===== config.mk =====
export PLATFORM = sky130hd
export DESIGN_NAME = bcd_down_counter
export DESIGN_NICKNAME = d
export VERILOG_FILES = /design/src/rtl/bcd_down_counter.sv
export SDC_FILE = /design/constraint.sdc
export NUM_CORES = 1
export LEC_CHECK = 0
export CAP_MARGIN = 20
export CORE_MARGIN = 1.5
export CORE_UTILIZATION = 43
export DETAILED_ROUTE_END_ITERATION = 7
export PLACE_DENSITY = 0.87
export RECOVER_POWER = 25
export SLEW_MARGIN = 20
export SYNTH_ARGS = -nofsm -noshare
export SYNTH_HDL_FRONTEND = slang
export SYNTH_SLANG_ARGS = --single-unit

===== constraint.sdc =====
create_clock -name clk -period 4.35 [get_ports clk]
set_input_delay 0.6525 -clock clk [delete_from_list [all_inputs] [get_ports clk]]
set_output_delay 0.6525 -clock clk [all_outputs]
set_load 0.03 [all_outputs]

===== src/rtl/bcd_down_counter.sv =====
// Multi-digit BCD down counter with clamped preset load, terminal-count flag,
// wrap/saturate at zero, a one-cycle borrow pulse and a sticky done flag.
module bcd_down_counter #(
  parameter int unsigned DIGITS = 2,
  parameter bit          WRAP   = 1'b1
) (
  input  logic                  clk,
  input  logic                  clear,
  input  logic                  load,
  input  logic                  en,
  input  logic [4*DIGITS-1:0]   d,
  output logic [4*DIGITS-1:0]   q,
  output logic                  zero,
  output logic                  borrow,
  output logic                  done
);

  localparam logic [4*DIGITS-1:0] NINES = {DIGITS{4'd9}};

  logic [4*DIGITS-1:0] d_clamp;
  logic [4*DIGITS-1:0] q_dec;

  always_comb begin
    d_clamp = '0;
    for (int unsigned k = 0; k < DIGITS; k++) begin
      d_clamp[4*k +: 4] = (d[4*k +: 4] > 4'd9) ? 4'd9 : d[4*k +: 4];
    end
  end

  // Digit k only steps when every lower digit is 0 (ripple borrow, one clock).
  always_comb begin
    logic chain;
    chain = 1'b1;
    q_dec = q;
    for (int unsigned k = 0; k < DIGITS; k++) begin
      if (chain) begin
        q_dec[4*k +: 4] = (q[4*k +: 4] == 4'd0) ? 4'd9 : q[4*k +: 4] - 4'd1;
      end
      chain = chain && (q[4*k +: 4] == 4'd0);
    end
  end

  assign zero = (q == '0);

  always_ff @(posedge clk or negedge clear) begin
    if (!clear) begin
      q      <= '0;
      borrow <= 1'b0;
      done   <= 1'b0;
    end else if (load) begin
      q      <= d_clamp;
      borrow <= 1'b0;
      done   <= 1'b0;
    end else if (en) begin
      if (zero) begin
        if (WRAP) begin
          q      <= NINES;
          borrow <= 1'b1;
        end else begin
          borrow <= 1'b0;
        end
      end else begin
        q      <= q_dec;
        borrow <= 1'b0;
        if (q_dec == '0) done <= 1'b1;
      end
    end else begin
      borrow <= 1'b0;
    end
  end

endmodule


---- Word level (Yosys, flattened, before mapping) ----
Index checks and enable logic that the tools add are counted.
W data, S select, Z words.
storage, ports and cells
  flip-flop bits (word level) ............. 10
  input port bits ......................... 12
  word-level logic and storage cells ...... 30
operators by class
  add/subtract/negate cells ............... 2
  $lt $le $gt $ge ......................... 2
  equality and inequality tests ........... 1
  multiplexer cells ....................... 15
  reduce and logical (&&, ||, !) cells .... 7
operator list
  operator               count
  $mux W8                3
  $mux W4                5
  $logic_not A8 Y1       2
  $gt A4 B4 Y1 const B   2
  $logic_not A4 Y1       2
  $sub A4 B1 Y4 const B  2
  $mux W1                7
  $reduce_bool A2 Y1     2
  $reduce_and A3 Y1      1
  $ne A2 B2 Y1 const B   1

---- Logic depth before layout (Yosys ltp) ----
  depth after elaboration ................. 8
  gate-level depth with buffers ........... 4

---- Worst setup path after synthesis ----
Ideal clock, no wire load.
  path kind ............................... reg-to-output
  start ................................... register q[3]
  end ..................................... output port zero
  arrival ................................. 2.039 ns
  data required time ...................... 3.697 ns
  setup slack ............................. 1.659 ns
  stages on the path, launching flop included .. 3
  cell sequence ........................... dfrtp_1 or4_4 nor4_1
on the way
  longest elaborated chain between the ends .. 1
ends and longest elaborated chain
  item                      line  text
  start: declaration        12    output logic [4*DIGITS-1:0] q,
  start signal: assignment  51    q <= d_clamp;
  start signal: assignment  63    q <= q_dec;
  $logic_not A8 Y1          43    assign zero = (q == '0);
  end: declaration          13    output logic zero,
No other way between the ends.

---- Worst setup path in the final report ----
Same ends and word-level chain as after synthesis.

==> results.md <==
* Worst EP arrival at 2240 ps
* Slew headroom at 58.6%
* XOR/XNOR Fraction of Synth Area at under 10%
* Max cap viols at 0
* Worst-Margin Slew at 618 ps
* Synthesized area at around 600 um^2
* Crit path launch: q[3]
* Setup crit start kind: flop
* DP Worst Slack at 1770 ps
* DP Wirelength at 1.02 mm
* TritonCTS Buffers at 3
* Async SR Flop Fraction at between 90% and 100%
* Syn Inst Count at 65
* Int Pwr at 0.171 mW
* Worst vdd ir at 0.000180 V
* Worst r2r path cells at 3
* Synth warn at 0
* TNS Setup at 0 ps
* Mean Syn Cell Area at 9.20 um^2
* Share of layout cells above drive strength 1 at 9.20%
* Final setup viols at 0
* Port buffer count at 22
* Setup CP Type: flop to output pin
* 1st-pass router iterations at 4
* Register area at 250 um^2
* Max Slew Vio Count at 0
* RSZ-0062 raised after global routing: false
* Leak at 0.321 nW
* CTS clk-pin slew, worst paths at around 60 ps
* H-tree depth at 1
* CTS Sinks at 10
* Longest Clk Path Bufs at 2
* FILL cells at around 110
* GR peak layer: met2
* # Post-CTS Setup Buffers at 0
* Cell with the most instances after synthesis: dfrtp_1
* Initial Utilization at between 40% and 50%
* # DRC at 0
* Combinational share of power at 30.2%
* Met1 GRT Util at 25.9%
* GRT Util Overall at 20.4%
* Multi-input logic area at between 300 and 400 um^2
* WL per Instance at 12.7 um
* Status: finished, final reports clean
* Worst Path Max Fanout at 7
* GPL Wtd Cong at 0.838
* Synth Area in Adders at 0%
* Post-synth top flop: dfrtp_1
* Fin worst setup slack at 1450 ps
* Largest area contributor in the netlist: dfrtp_1
* M3 GR Usage at under 10%
* Post-CTS Hold Fix Bufs at 0
* Hold crit path type: flop to flop
* Worst setup path endpoint: zero
* Antenna violations before repair at 0
* First-pass GRT wire length at approximately 2.1 mm
* Mux contribution to synthesized area at 0%
* Synth Area in Compound Gates at 19.7%
* Die area at 0.00162 mm^2
* Post-synthesis simple-gate area fraction at around 31%
* Reg2reg end: q[6]
* Hold Path Origin: done
* Combinational family with the most area after synthesis: simple AND/OR/NAND/NOR gates
* Die Wd at 40.3 um
* Area delta synth->final at 41.8%
* Clock power share at 24.5%
* Yosys top cell area share at between 40% and 50%
* Flops & latches, synth at 10
* Sw Ratio at 33.1%
* Reg power frac at between 40 and 50%
* Net Sw Power at 0.0845 mW
* Core area at roughly 0.0013 mm^2
* Period utilisation layout at around two thirds
* I/O pins at 23
* RR Startpoint: q[3]
* Required time of the critical path at between 3000 and 4000 ps
* Via count at around 570
* Global route overflow at 0
* Pwr/cell area at 301 mW/mm^2
* R2R Setup Slk at 2830 ps
* CTS resizes at 0
* Drt via density at between 5 and 6
* Final hold violations at 0
* Number of synthesized flops with an enable pin at 0
* CTS tree: done
* Num rows at 13
* Clk_skew at 4.53 ps
* Antenna cell count at 0
* Area contributors post-synth: dfrtp_1, o21ai_0, o31a_1
* Root Buffer: clkbuf_4
* Achievable frequency at roughly 0.35 GHz
* Register area share after synthesis at around two fifths
* Final core utilization at 65.2%
* Largest net degree at the start of global routing at 21
* Routed WL at 1.29 mm
* Met2 Use GR at 32.3%
* Via count of the first global-routing pass at about 520
* Clk Latency, worst-skew pair at 260 ps
* CP endpoint kind: output pin
* Syn nets at 77
* Iteration-0 DRC Markers at 13
* Die H at 40.3 um
* Count of different cell masters after synthesis at 29
* Fin crit period at 2900 ps
* Most frequent cells after synthesis: dfrtp_1, o21ai_0, inv_1, nor2_1
* Post-DRT Antenna Nets at 0
* Nets at around 100
* Hold WS at roughly 520 ps
[state kept, by name (all words and copies together), names as in the netlist]
register / cells
q: 8
borrow: 1
done: 1
[layout by cell type, fill, tap and decap left out, drive strengths merged]
master         count
nand4              1
nand2b             2
nand3b             2
or2                1
dfrtp             10
clkbuf             3
nor3               3
o31a               3
a41oi              1
a21oi              1
o311ai             1
nand2              3
and2               2
inv                4
or4                1
nand3              2
a211o              1
nor2               4
nor4b              2
dlygate4sd3        1
a22oi              1
o21ai              6
or3b               1
nor4               4
clkdlybuf4s50     21
xnor2              2
a21boi             2
nor3b              1
o21a               1
[per-layer routing]
metal  wire [um]  vias to the layer above
met4          25                        0
met2         595                       20
met1         607                      261
met5           0                        -
li1            -                      286
met3          63                        4
[per-stage QoR]
| step | std cells | total power, mW | cell area [um^2] |
|---|---|---|---|
| 6_report | 102 | 0.255 | 848 |
| 3_3_place_gp | 99 | 0.193 | 826 |
| 2_1_floorplan | 65 | 0.159 | 598 |
| 3_5_place_dp | 99 | 0.195 | 826 |
| 4_1_cts | 102 | 0.258 | 848 |
| 5_1_grt | 102 | 0.272 | 848 |
[final cells by class]
| cell class | instances | area share, % |
|---|---|---|
| inverters | 4 | 1.77 |
| repair buffers | 22 | 26.0 |
| multi-input cells | 48 | 37.9 |
| clock buffers | 3 | 2.65 |
| flip-flops and latches | 10 | 29.5 |
| well taps | 15 | 2.21 |
[worst max-delay path, cell delays in order (launching register included)]
cell,delay (ps)
dfrtp_1,450
or4_4,580
nor4_1,230
clkdlybuf4s50_1,730
[worst min-delay path by stage]
stage | endpoint | slack [ps] | cells past startpoint
3_5_place_dp | done | 510 | 2
4_1_cts | done | 530 | 2
3_3_place_gp | done | 490 | 2
5_1_grt | done | 570 | 2
2_1_floorplan | borrow | 360 | 0
6_report | done | 520 | 2
[cell families (layout without fill, tap and decap cells)]
logic type	count (synthesis)	after routing
DFF	10	10
AOI/OAI and AO/OA	17	17
buffers and inverters	7	29
and+or+nand+nor	29	29
xor gates and xnor gates	2	2
[power groups by stage]
stage	combinational (mW)	clock, mW	sequential [mW]
6_report	0.0771	0.0624	0.116
5_1_grt	0.0838	0.0709	0.117
4_1_cts	0.0780	0.0642	0.115
3_5_place_dp	0.0777	0	0.117
3_3_place_gp	0.0768	0	0.117
2_1_floorplan	0.0297	0	0.129
(Power assumes the default switching activity.)
